$ cat src/rtl/serial_rx_pkg.sv
// Shared definitions for the serial frame receiver: state encoding, default sync
// nibble and bit-counter sizing.
package serial_rx_pkg;

  typedef enum logic [1:0] {
    StHunt   = 2'd0,
    StData   = 2'd1,
    StParity = 2'd2
  } rx_state_e;

  localparam logic [3:0]  SyncDefault = 4'b1011;
  localparam int unsigned MaxDataW    = 16;
  // Wide enough to hold any legal payload bit index.
  localparam int unsigned CntW        = $clog2(MaxDataW + 1);

endpackage

$ cat src/rtl/sync_hunter.sv
// Sliding 4-bit history over qualified serial bits. It flags the bit that
// completes the sync nibble.
module sync_hunter #(
  parameter logic [3:0] Sync = 4'b1011
) (
  input  logic clk_i,
  input  logic rst_ni,
  input  logic clr_i,
  input  logic en_i,
  input  logic bit_i,
  output logic match_o
);

  logic [3:0] hist_q, hist_d;
  logic [2:0] fill_q, fill_d;

  always_comb begin
    hist_d  = {hist_q[2:0], bit_i};
    fill_d  = (fill_q == 3'd4) ? fill_q : fill_q + 3'd1;
    // The match includes the bit currently on bit_i.
    match_o = en_i && (fill_d == 3'd4) && (hist_d == Sync);
  end

  always_ff @(posedge clk_i or negedge rst_ni) begin
    if (!rst_ni) begin
      hist_q <= 4'd0;
      fill_q <= 3'd0;
    end else if (clr_i) begin
      hist_q <= 4'd0;
      fill_q <= 3'd0;
    end else if (en_i) begin
      hist_q <= hist_d;
      fill_q <= fill_d;
    end
  end

endmodule

$ cat src/rtl/serial_frame_rx.sv
// Serial frame receiver: hunts for the sync nibble and assembles an MSB-first
// payload. It checks optional even parity and pulses VALID or PERR.
module serial_frame_rx
  import serial_rx_pkg::*;
#(
  parameter logic [3:0]  SYNC      = SyncDefault,
  parameter int unsigned DATA_W    = 8,
  parameter bit          PARITY_EN = 1'b1
) (
  input  logic              CP,
  input  logic              MR_n,
  input  logic              SI,
  input  logic              EN,
  output logic [DATA_W-1:0] DATA,
  output logic              VALID,
  output logic              PERR,
  output logic              LOCKED
);

  rx_state_e         state_q, state_d;
  logic [CntW-1:0]   cnt_q, cnt_d;
  logic [DATA_W-1:0] asm_q, asm_d;
  logic [DATA_W-1:0] data_q, data_d;
  logic              par_q, par_d;
  logic              valid_q, valid_d;
  logic              perr_q, perr_d;
  logic              locked_q;
  logic              match;

  sync_hunter #(
    .Sync (SYNC)
  ) u_sync_hunter (
    .clk_i   (CP),
    .rst_ni  (MR_n),
    .clr_i   (match),
    .en_i    (EN && (state_q == StHunt)),
    .bit_i   (SI),
    .match_o (match)
  );

  always_comb begin
    state_d = state_q;
    cnt_d   = cnt_q;
    asm_d   = asm_q;
    par_d   = par_q;
    data_d  = data_q;
    valid_d = 1'b0;
    perr_d  = 1'b0;
    unique case (state_q)
      StHunt: begin
        if (match) begin
          state_d = StData;
          cnt_d   = '0;
          par_d   = 1'b0;
        end
      end
      StData: begin
        if (EN) begin
          asm_d = {asm_q[DATA_W-2:0], SI};
          par_d = par_q ^ SI;
          cnt_d = cnt_q + CntW'(1);
          if (cnt_q == CntW'(DATA_W - 1)) begin
            if (PARITY_EN) begin
              state_d = StParity;
            end else begin
              state_d = StHunt;
              data_d  = asm_d;
              valid_d = 1'b1;
            end
          end
        end
      end
      StParity: begin
        if (EN) begin
          state_d = StHunt;
          if ((par_q ^ SI) == 1'b0) begin
            data_d  = asm_q;
            valid_d = 1'b1;
          end else begin
            perr_d = 1'b1;
          end
        end
      end
      default: state_d = StHunt;
    endcase
  end

  always_ff @(posedge CP or negedge MR_n) begin
    if (!MR_n) begin
      state_q  <= StHunt;
      cnt_q    <= '0;
      asm_q    <= '0;
      par_q    <= 1'b0;
      data_q   <= '0;
      valid_q  <= 1'b0;
      perr_q   <= 1'b0;
      locked_q <= 1'b0;
    end else begin
      state_q  <= state_d;
      cnt_q    <= cnt_d;
      asm_q    <= asm_d;
      par_q    <= par_d;
      data_q   <= data_d;
      valid_q  <= valid_d;
      perr_q   <= perr_d;
      locked_q <= (state_d != StHunt);
    end
  end

  assign DATA   = data_q;
  assign VALID  = valid_q;
  assign PERR   = perr_q;
  assign LOCKED = locked_q;

endmodule

$ cat config.mk
export PLATFORM = sky130hd
export DESIGN_NAME = serial_frame_rx
export DESIGN_NICKNAME = d
export VERILOG_FILES = /design/src/rtl/serial_rx_pkg.sv /design/src/rtl/sync_hunter.sv /design/src/rtl/serial_frame_rx.sv
export SDC_FILE = /design/constraint.sdc
export NUM_CORES = 1
export LEC_CHECK = 0
export CAP_MARGIN = 20
export CELL_PAD_IN_SITES_DETAIL_PLACEMENT = 0
export CELL_PAD_IN_SITES_GLOBAL_PLACEMENT = 1
export CORE_MARGIN = 2
export CORE_UTILIZATION = 30
export DETAILED_ROUTE_END_ITERATION = 10
export GPL_TIMING_DRIVEN = 1
export PLACE_DENSITY = 0.66
export SLEW_MARGIN = 15
export SYNTH_ARGS = -nofsm -noshare
export SYNTH_HDL_FRONTEND = slang
export SYNTH_SLANG_ARGS = --single-unit
$ cat constraint.sdc
create_clock -name CP -period 3.88 [get_ports CP]
set_input_delay 0.776 -clock CP [delete_from_list [all_inputs] [get_ports CP]]
set_output_delay 0.776 -clock CP [all_outputs]
set_load 0.005 [all_outputs]
# ---- Yosys cells after proc, flatten, opt, wreduce, memory -nomap -nowiden
# Index checks and enable logic that the tools add are counted.
dict set report classes {
  n_addsub 2
  mul 0
  div_mod_pow 0
  n_lt_le_gt_ge 0
  n_eq_ne 8
  n_shift 0
  mux 22
  n_bitwise 2
  reduce_logical 10
}
# operator n
set ops {}
lappend ops {{3-bit two-way mux} 5}
lappend ops {{5-bit two-way mux} 2}
lappend ops {{5-bit case mux with 2 select lines} 1}
lappend ops {{1-bit two-way mux} 8}
lappend ops {{2-bit two-way mux} 4}
lappend ops {{3-bit equality test, second input constant} 2}
lappend ops {{2-bit case mux with 3 select lines} 1}
lappend ops {{3-bit AND reduction} 2}
lappend ops {{2-bit nonzero test} 3}
lappend ops {{5-bit by 1-bit adder with 5-bit output, second input constant} 1}
lappend ops {{5-bit by 3-bit equality test with 1-bit output, second input constant} 1}
lappend ops {{4-bit equality test, second input constant} 1}
lappend ops {{2-bit inequality test, second input constant} 2}
lappend ops {{3-bit by 1-bit adder with 3-bit output, second input constant} 1}
lappend ops {{1-bit logical AND} 3}
lappend ops {{2-bit by 1-bit equality test with 1-bit output, second input constant} 1}
lappend ops {{2-bit equality test, second input constant} 1}
lappend ops {{2-bit logical NOT} 1}
lappend ops {{1-bit case mux with 2 select lines} 1}
lappend ops {{2-bit AND reduction} 1}
lappend ops {{1-bit NOT} 1}
lappend ops {{1-bit XOR} 1}
dict set report totals {
  ff_bits 33
  latchBits 0
  mem_bits_rw 0
  romBits 0
  inputBits 4
  wordCells 54
  memories 0
}

# ---- Logic depth before layout (Yosys ltp)
# Gate-level depths: netlist of the first run.
dict set report logic_depth {
  depth_word 8
  mapped_depth 8
}

# ---- By module
# From an unflattened synthesis of the first run, not the netlist that was laid out.
dict set report hier_totals {
  hier_cells 117
  hier_area_um2 1497.7
}
# module instances cells_per_inst area_each_um2 seq_area_each_um2
set modules_own_cells {}
lappend modules_own_cells {serial_frame_rx 1 85 1156.1 675.6}
lappend modules_own_cells {sync_hunter 1 32 341.6 150.1}

# ---- Least setup slack after synthesis of the first run
# OpenSTA, ideal clock, no wires.
dict set report synth_timing {
  path_kind {in2reg}
  startpoint {input port EN}
  endpoint {register u_sync_hunter.fill_q[1]}
  setup_time_ps 127
  arrival_ps 1509
  path_slack_ps 2243
  stages 3
  path_cell_list {nor3b_4 nand2_1 mux2_1}
}
dict set report synth_between {
  elab_chain_cells 4
  elab_cells_between_ends 5
}
# item line_no
set synth_lines {}
lappend synth_lines {{start, declared} serial_frame_rx.sv:13} ;# input logic EN,
lappend synth_lines {{1-bit logical AND *} serial_frame_rx.sv:36} ;# .en_i (EN && (state_q == StHunt)),
lappend synth_lines {{1-bit logical AND (2 in a row)} sync_hunter.sv:21} ;# match_o = en_i && (fill_d == 3'd4) && (hist_d == Sync);
lappend synth_lines {{3-bit two-way mux or 2-bit nonzero test (tied branches)} --}
lappend synth_lines {{end signal, assigned} sync_hunter.sv:33} ;# fill_q <= fill_d;
lappend synth_lines {{end, declared} sync_hunter.sv:15} ;# logic [2:0] fill_q, fill_d;
# Every way passes the cells marked *; elsewhere a longest branch is shown, timed or not.
# A chain may end at the register's enable or synchronous reset.

# ---- Worst setup path in the final report of the first run
dict set report layout_timing {
  startpoint {input port EN}
  endpoint {register cnt_q[4]}
}
dict set report layout_between {
  elab_chain_cells 5
  elab_cells_between_ends 6
}
# item line_no
set layout_lines {}
lappend layout_lines {{1-bit logical AND} serial_frame_rx.sv:36}
lappend layout_lines {{1-bit logical AND (2 in a row)} sync_hunter.sv:21}
lappend layout_lines {{2-bit inequality test (no source line)} --}
lappend layout_lines {{3-bit AND reduction (no source line) *} --}
lappend layout_lines {{end signal, assigned} serial_frame_rx.sv:100} ;# cnt_q <= cnt_d;
lappend layout_lines {{end, declared} serial_frame_rx.sv:21} ;# logic [CntW-1:0] cnt_q, cnt_d;
# Marked as above.

==> results of run 1 <==
==> per-layer routing <==
layer | GRT usage, % | up-vias
met5 | 0 | -
met4 | 4.24 | 0
met3 | 4.53 | 5
met2 | 18.9 | 23
met1 | 15.5 | 481
li1 | - | 485
==> cells in the final DEF (no fill, tap or decap) <==
| master | Yosys | final |
|---|---|---|
| a211oi_1 | 2 | 2 |
| a21oi_1 | 3 | 3 |
| a31o_1 | 1 | 1 |
| a32oi_1 | 1 | 1 |
| a41oi_1 | 2 | 2 |
| and3_1 | 1 | 1 |
| buf_4 | 2 | 1 |
| bufinv_16 | 0 | 2 |
| clkbuf_8 | 0 | 5 |
| clkdlybuf4s50_1 | 0 | 14 |
| clkinv_2 | 0 | 1 |
| dfrtp_1 | 33 | 33 |
| ha_1 | 3 | 3 |
| inv_1 | 3 | 3 |
| mux2_1 | 1 | 1 |
| mux2_2 | 9 | 9 |
| mux2i_1 | 2 | 2 |
| nand2_1 | 31 | 31 |
| nand2b_1 | 1 | 1 |
| nand3_1 | 5 | 5 |
| nand3b_1 | 2 | 2 |
| nand4_1 | 1 | 1 |
| nand4b_1 | 1 | 1 |
| nor2_1 | 9 | 9 |
| nor2_4 | 1 | 1 |
| nor2b_1 | 1 | 1 |
| nor3_1 | 2 | 2 |
| nor3b_4 | 1 | 1 |
| o2111a_1 | 1 | 1 |
| o21ai_0 | 4 | 4 |
| o21ai_1 | 2 | 2 |
| or2_1 | 1 | 1 |
| or3_1 | 1 | 1 |
| xnor2_1 | 1 | 1 |
| xor2_1 | 1 | 1 |
==> report_power, final <==
group          internal (mW)  leakage, nW  switching [mW]
logic                 0.0956        0.305           0.114
clock network          0.255       0.0681           0.127
registers              0.415        0.439          0.0719
total                  0.766        0.813           0.313
==> cells by family (layout without fill, tap and decap cells) <==
| family | Yosys count | after routing | synth area share (%) |
|---|---|---|---|
| buffers and inverters | 8 | 26 | 3.12 |
| multiplexers | 12 | 12 | 9.20 |
| adder cells (fa/ha/maj) | 3 | 3 | 2.60 |
| flip-flops | 33 | 33 | 57.3 |
| XOR/XNOR | 2 | 2 | 1.22 |
| AO/OA/AOI/OAI | 16 | 16 | 7.38 |
| AND/OR/NAND/NOR | 58 | 58 | 19.2 |
==> registers in the layout, indices dropped and copies added, names as in the netlist <==
| signal | flops |
|---|---|
| u_sync_hunter.fill_q | 3 |
| PERR | 1 |
| state_q | 2 |
| VALID | 1 |
| DATA | 8 |
| cnt_q | 5 |
| par_q | 1 |
| asm_q | 8 |
| u_sync_hunter.hist_q | 3 |
| LOCKED | 1 |
==> worst min path at each step <==
stage	endpoint	slack, ps	depth (start not counted)
floorplan	asm_q[7]$_DFFE_PN0P_	440	2
global placement	asm_q[7]$_DFFE_PN0P_	460	2
detailed placement	asm_q[7]$_DFFE_PN0P_	470	2
CTS	asm_q[7]$_DFFE_PN0P_	490	2
global route	asm_q[2]$_DFFE_PN0P_	520	2
finish	asm_q[7]$_DFFE_PN0P_	480	2
==> worst reg2reg max path, stage by stage, from the launching register on <==
cell and delay, ps:
dfrtp_1 420, inv_1 60, ha_1 300, a21oi_1 140, a32oi_1 100, nor2_1 120, o2111a_1 430, o21ai_1 140
==> final cells by class <==
| cell class | instances | area, um^2 | area share, % |
|---|---|---|---|
| clock inverter | 3 | 65.1 | 3.70 |
| timing repair buffer | 15 | 148 | 8.40 |
| inverter | 3 | 11.3 | 0.641 |
| multi-input combinational | 91 | 571 | 32.5 |
| sequential | 33 | 826 | 47.0 |
| tap | 54 | 67.6 | 3.85 |
| clock buffer | 5 | 68.8 | 3.92 |
==> impl_metrics.toml, run 1 <==
[power_and_ir_drop]
power_mw = 1.08
ir_worst_vdd_mv = 0.405
power.density_nw_per_um2 = 614
p_leak_nw = 0.813

[sta]
period_share_pct = 56.6
fin_worst_skew_ps = 8.33
setup_slack_ps = 1690
report.final.setup_viol = 0
post-route-min-period_ps = 2190
maxSlewViolCount = 0
worst_slew_pin_slew_ps = 570
fin_hold_ws_ps = 480
slew_headroom_pct = 62.0
fmax_mhz = 456
fin_setup_tns_ps = 0
grt_setup_unrepaired = "false"
hold_violations = 0

[setup_path]
r2r_end = "cnt_q[1]$_DFFE_PN0P_"
critPathLaunch = "EN"
crit_required_ps = 4050
critical-path-top-delay-family = "buffers and inverters"
cp.depth = 4
cp_data_arrival_time_ps = 2370
worstPathCellList = "clkdlybuf4s50_1, and3_1, a41oi_1, a211oi_1"
cp-end-kind = "flip-flop"
r2r_slack_ps = 2030
cp-start-kind = "input pin"
critPathKind = "input pin to flip-flop"
critPathMaxFanout = 16
reg2regPathDepth = 7
slowest_stage = "clkdlybuf4s50_1"
critPathBufInv = 1
r2r-start = "u_sync_hunter.fill_q[0]$_DFFE_PN0P_"
slowest_delay_ps = 570
crit_end = "cnt_q[4]$_DFFE_PN0P_"

[clock_tree]
cts_tree = "yes"
cts_made_buffers = 5
cts-root-buf = "clkbuf_8"
cts.repair.resized = 0
ctsHoldBuffers = 0
postCtsSetupRepairBufs = 0
clockBufferDepth = 2
h-tree-depth = 2
clk_latency_ps = 290
cts.sinks = 33
cts.clk_slew.worst_paths_ps = 70

[detailed_routing]
wl_met3_um = 129
drt-initial-drc-count = 61
drt-met1-wl_um = 1300
vias_per_cell = 4.87
via_count = 994
drc = 0
dr.pass1.iters = 4
wl_per_cell_um = 13.7
wl_um = 2790
ant_nets = 0
wl_met2_um = 1310
highest_layer = "met4"

[die]
die_area_um2 = 5380
rows = 25
die_x_um = 73.3
start_util_pct = 30.7
num_io_pins = 15
fp.dieH_um = 73.3
core_area_um2 = 4690

[global_route]
grt_max_degree = 34
grt_pass1_vias = 1013
antenna_found_initial = 0
overflow = 0
groute.usage.overall_pct = 12.1
grt_pass1_wl_um = 4830

[placed_design]
place_area_um2 = 1620
portBuffers = 14
post-dp-hpwl_um = 1850
dpl_worst_slack_ps = 1380
gp_congestion = 0.725
post-place-cells = 196

[synthesis]
synth_top_area_cell = "dfrtp_1"
synth-main-ff-cell = "dfrtp_1"
syn_nets = 139
syn_area_per_cell_um2 = 10.9
synthDistinctLibCells = 34
yosysTopAreaCellShare_pct = 57.3
synthArstFlopShare_pct = 100
synth_edf_count = 0
synth.yosys.seq_area_share_pct = 57.3
synthTopCellsByCount = "dfrtp_1, nand2_1, mux2_2, nor2_1, nand3_1"
yosys_warnings = 0
netlist_instances = 132
synth.top_cells.by_area = "dfrtp_1, nand2_1, mux2_2"
synth_area_um2 = 1440
ys_ff_latch = 33
yosysMostFrequentCell = "dfrtp_1"

[run]
maxCapViolCount = 0

[layout]
final_core_util_pct = 37.4
num_antenna_cells = 0
final_nets = 156
area_delta_synth_final_pct = 21.9
final_area_um2 = 1760
drive_above_1_share_pct = 13.3
fillers = 474
fin_cells = 204

[worst_hold_path]
hp-class = "flip-flop to flip-flop"
holdCritStartpoint = "asm_q[7]$_DFFE_PN0P_"

[run_status]
status = "complete, no violations"
(Power assumes the default switching activity.)
==> run 2: changes to the inputs <==
--- a/config.mk
+++ b/config.mk
@@ -12,7 +12,7 @@
 export CORE_UTILIZATION = 30
 export DETAILED_ROUTE_END_ITERATION = 10
 export GPL_TIMING_DRIVEN = 1
-export PLACE_DENSITY = 0.66
+export PLACE_DENSITY = 0.68
 export SLEW_MARGIN = 15
 export SYNTH_ARGS = -nofsm -noshare
 export SYNTH_HDL_FRONTEND = slang
==> constraint.sdc (replaced) <==
create_clock -name CP -period 1.9 [get_ports CP]
set_input_delay 0.38 -clock CP [delete_from_list [all_inputs] [get_ports CP]]
set_output_delay 0.38 -clock CP [all_outputs]
set_load 0.005 [all_outputs]
==> impl_metrics.toml, run 2 (synthesized netlist as in run 1, its figures left out) <==
[run_status]
status = "complete, no violations"

[die]
num_io_pins = 15
start_util_pct = 30.7
die_area_um2 = 5380
core_area_um2 = 4690
die_x_um = 73.3
rows = 25
fp.dieH_um = 73.3

[setup_path]
r2r_end = "LOCKED$_DFF_PN0_"
critPathKind = "flip-flop to flip-flop"
cp-end-kind = "flip-flop"
critPathMaxFanout = 10
r2r_slack_ps = 180
reg2regPathDepth = 8
crit_end = "LOCKED$_DFF_PN0_"
critPathLaunch = "u_sync_hunter.fill_q[0]$_DFFE_PN0P_"
cp_data_arrival_time_ps = 1900
cp-start-kind = "flip-flop"
r2r-start = "u_sync_hunter.fill_q[0]$_DFFE_PN0P_"
crit_required_ps = 2080

[layout]
fillers = 437
fin_cells = 211
drive_above_1_share_pct = 17.2
multi_input_area_um2 = 571
final_nets = 163
final_cell_mix = "dfrtp_1, nand2_1, clkdlybuf4s50_1"
area_delta_synth_final_pct = 25.5
num_antenna_cells = 0
final_common_cell = "dfrtp_1"
regArea_um2 = 826

[sta]
setup_slack_ps = 181
slew_headroom_pct = 72.1
fin_hold_ws_ps = 488
period_share_pct = 90.5
post-route-min-period_ps = 1720
worst_slew_pin_slew_ps = 418
grt_setup_unrepaired = "false"
maxSlewViolCount = 0
report.final.setup_viol = 0
fmax_mhz = 582
fin_worst_skew_ps = 6.90
fin_setup_tns_ps = 0
hold_violations = 0

[placed_design]
post-place-cells = 203
portBuffers = 14
gp_congestion = 0.758
post-dp-hpwl_um = 1830
dpl_worst_slack_ps = 20.3

[worst_hold_path]
hp-class = "input pin to asynchronous set/reset pin"

[global_route]
met2_usage_pct = 18.6
grt_pass1_wl_um = 4630
grt_pass1_vias = 1046
overflow = 0
top_usage_layer = "met2"
groute.usage.overall_pct = 11.5
antenna_found_initial = 0
grt_max_degree = 34
met3_usage_pct = 5.35
use_met1_pct = 14.0

[clock_tree]
cts.sinks = 33
cts-root-buf = "clkbuf_8"
postCtsSetupRepairBufs = 0
cts.clk_slew.worst_paths_ps = 70
cts.repair.resized = 0
h-tree-depth = 2
clk_latency_ps = 290
clockBufferDepth = 2
cts_made_buffers = 5
cts_tree = "yes"
ctsHoldBuffers = 0

[run]
maxCapViolCount = 0

[detailed_routing]
ant_nets = 0
via_count = 987
wl_um = 2700
dr.pass1.iters = 2
drc = 0
drt-initial-drc-count = 23
wl_per_cell_um = 12.8
vias_per_cell = 4.68

[power_and_ir_drop]
ir_worst_vdd_mv = 0.546
power_mw = 2.21
p_leak_nw = 0.848
power.density_nw_per_um2 = 1220
-- run 2: power by group --
group	total, mW	internal (mW)	switching, mW
Sequential	0.984	0.847	0.137
Clock	0.789	0.521	0.268
Combinational	0.442	0.217	0.225
Total	2.21	1.58	0.630
-- run 2: area by class of cell --
class	count	share of cell area (%)
flip-flops and latches	33	45.6
multi-input cells	91	31.5
repair buffers	22	11.1
clock buffers	5	3.80
well taps	54	3.73
clock inverters	3	3.60
inverters	3	0.622
-- run 2: how the worst min path moves through the flow --
| stage | end | slack [ps] | start | cells after the start |
|---|---|---|---|---|
| final | DATA[1]$_DFFE_PN0P_ | 490 | MR_n | 2 |
| after global routing | asm_q[6]$_DFFE_PN0P_ | 520 | asm_q[5]$_DFFE_PN0P_ | 2 |
| after CTS | cnt_q[4]$_DFFE_PN0P_ | 490 | cnt_q[4]$_DFFE_PN0P_ | 1 |
| after detailed placement | asm_q[6]$_DFFE_PN0P_ | 480 | asm_q[5]$_DFFE_PN0P_ | 2 |
| after global placement | asm_q[7]$_DFFE_PN0P_ | 460 | asm_q[7]$_DFFE_PN0P_ | 2 |
| after floorplan | DATA[0]$_DFFE_PN0P_ | 80 | MR_n | 0 |
-- run 2: metrics by stage --
step / cell area (um^2) / util [%]
after global routing: 1810 / 38.6
final: 1810 / 38.6
after detailed placement: 1680 / 35.7
after global placement: 1680 / 35.7
after floorplan: 1440 / -
after CTS: 1810 / 38.6
-- run 2: worst max-delay path, cell delays in order, from the launching register on --
cell	delay [ps]
dfrtp_1	420
inv_1	60
ha_1	290
a21oi_1	40
a32oi_1	190
nor2_1	60
o2111a_1	130
buf_4	170
or2_1	220
-- run 2: per-layer routing --
layer | wire length [um] | vias to the layer above | share of wire [%]
li1 | - | 494 | -
met1 | 1290 | 475 | 48
met2 | 1260 | 15 | 47
met3 | 116 | 3 | 4.3
met4 | 26 | 0 | 0.96
met5 | 0 | - | 0
==> run 3: changes to the inputs <==
--- a/config.mk
+++ b/config.mk
@@ -12,7 +12,7 @@
 export CORE_UTILIZATION = 30
 export DETAILED_ROUTE_END_ITERATION = 10
 export GPL_TIMING_DRIVEN = 1
-export PLACE_DENSITY = 0.68
+export PLACE_DENSITY = 0.66
 export SLEW_MARGIN = 15
 export SYNTH_ARGS = -nofsm -noshare
 export SYNTH_HDL_FRONTEND = slang
==> constraint.sdc (replaced) <==
create_clock -name CP -period 2.05 [get_ports CP]
set_input_delay 0.41 -clock CP [delete_from_list [all_inputs] [get_ports CP]]
set_output_delay 0.41 -clock CP [all_outputs]
set_load 0.005 [all_outputs]
==> impl_metrics.toml, run 3 (synthesized netlist as in run 1, its figures left out) <==
[setup_path]
critical-path-top-delay-family = "flip-flops"
critPathKind = "flip-flop to flip-flop"
crit_required_ps = 2210
slowest_stage = "dfrtp_1"
critPathMaxFanout = 10
cp-end-kind = "flip-flop"
critPathBufInv = 2
slowest_delay_ps = 430
cp.depth = 8
reg2regPathDepth = 8
cp_data_arrival_time_ps = 1880
cp-start-kind = "flip-flop"
worstPathCellList = "inv_1, ha_1, a21oi_1, a32oi_1, nor2_1, o2111a_1, buf_4, or2_1"

[die]
start_util_pct = 30.7
core_area_um2 = 4690
die_x_um = 73.3
die_area_um2 = 5380
num_io_pins = 15
rows = 25
fp.dieH_um = 73.3

[sta]
post-route-min-period_ps = 1720
maxSlewViolCount = 0
fin_worst_skew_ps = 4.77
fmax_mhz = 582
worst_slew_pin_slew_ps = 421
grt_setup_unrepaired = "false"
fin_setup_tns_ps = 0
hold_violations = 0
report.final.setup_viol = 0
slew_headroom_pct = 71.9
period_share_pct = 83.9

[global_route]
grt_max_degree = 34
grt_pass1_vias = 1061
groute.usage.overall_pct = 11.5
grt_pass1_wl_um = 4750
overflow = 0
antenna_found_initial = 0

[layout]
final_cell_mix = "dfrtp_1, nand2_1, clkdlybuf4s50_1"
final_nets = 161
area_delta_synth_final_pct = 21.2
final_common_cell = "dfrtp_1"
num_antenna_cells = 0
fillers = 477
final_core_util_pct = 37.2
drive_above_1_share_pct = 14.9

[detailed_routing]
dr.pass1.iters = 3
vias_per_cell = 4.76
via_count = 990
ant_nets = 0
drt-initial-drc-count = 17
drc = 0
wl_um = 2640
wl_per_cell_um = 12.7

[clock_tree]
cts.clk_slew.worst_paths_ps = 60
clk_latency_ps = 270
cts_made_buffers = 5
ctsHoldBuffers = 0
cts.sinks = 33
cts_tree = "yes"
clockBufferDepth = 2
cts.repair.resized = 0
cts-root-buf = "clkbuf_8"
h-tree-depth = 2
postCtsSetupRepairBufs = 0

[run]
maxCapViolCount = 0

[power_and_ir_drop]
power.density_nw_per_um2 = 1030
ir_worst_vdd_mv = 0.457
power_mw = 1.79
p_leak_nw = 0.814

[worst_hold_path]
hold-path-cell-count = 2
hp-class = "flip-flop to flip-flop"

[placed_design]
post-dp-hpwl_um = 1780
gp_congestion = 0.773
portBuffers = 14

[run_status]
status = "complete, no violations"
[run 3: report_power, final]
part	switching, mW	total (mW)	internal [mW]
Combinational	0.205	0.399	0.195
Sequential	0.129	0.915	0.786
Clock	0.211	0.477	0.266
Total	0.545	1.79	1.25
[run 3: layer usage]
metal  wire, um  vias up  GRT usage, %
met5          0        -             0
met4         17        0          3.64
met3        117        2          3.98
met2       1190       18          17.8
met1       1320      480          15.0
li1           -      490             -
[run 3: stage by stage]
stage | instance area, um^2 | setup WS, ps | hold slack, ps | cells
after floorplan | 1440 | 477 | 114 | 132
after global placement | 1660 | 147 | 456 | 201
after detailed placement | 1660 | 130 | 473 | 201
after CTS | 1750 | 305 | 490 | 208
after global routing | 1750 | 167 | 514 | 208
final | 1750 | 331 | 487 | 208
[run 3: final cells by class]
| cell class | instances | area, um^2 | share of cell area [%] |
|---|---|---|---|
| Inverter | 3 | 11.3 | 0.645 |
| Multi-Input combinational cell | 91 | 571 | 32.7 |
| Timing Repair Buffer | 20 | 185 | 10.6 |
| Tap cell | 54 | 67.6 | 3.87 |
| Clock buffer | 7 | 86.3 | 4.94 |
| Sequential cell | 33 | 826 | 47.3 |
[run 3: path summary, 6_finish.rpt]
kind	start	endpoint	slack, ps
hold / removal	asm_q[7]$_DFFE_PN0P_	asm_q[7]$_DFFE_PN0P_	490
setup / recovery	u_sync_hunter.fill_q[0]$_DFFE_PN0P_	LOCKED$_DFF_PN0_	330
min in group asynchronous	MR_n	u_sync_hunter.hist_q[2]$_DFFE_PN0P_	540
setup reg to reg	u_sync_hunter.fill_q[0]$_DFFE_PN0P_	LOCKED$_DFF_PN0_	330
hold reg to reg	asm_q[7]$_DFFE_PN0P_	asm_q[7]$_DFFE_PN0P_	490
max in group asynchronous	MR_n	DATA[6]$_DFFE_PN0P_	1200
[run 3: tightest hold or removal path: stages, from the launching register on]
cell and delay, ps:
dfrtp_1 350, nand2_1 50, nand2_1 60
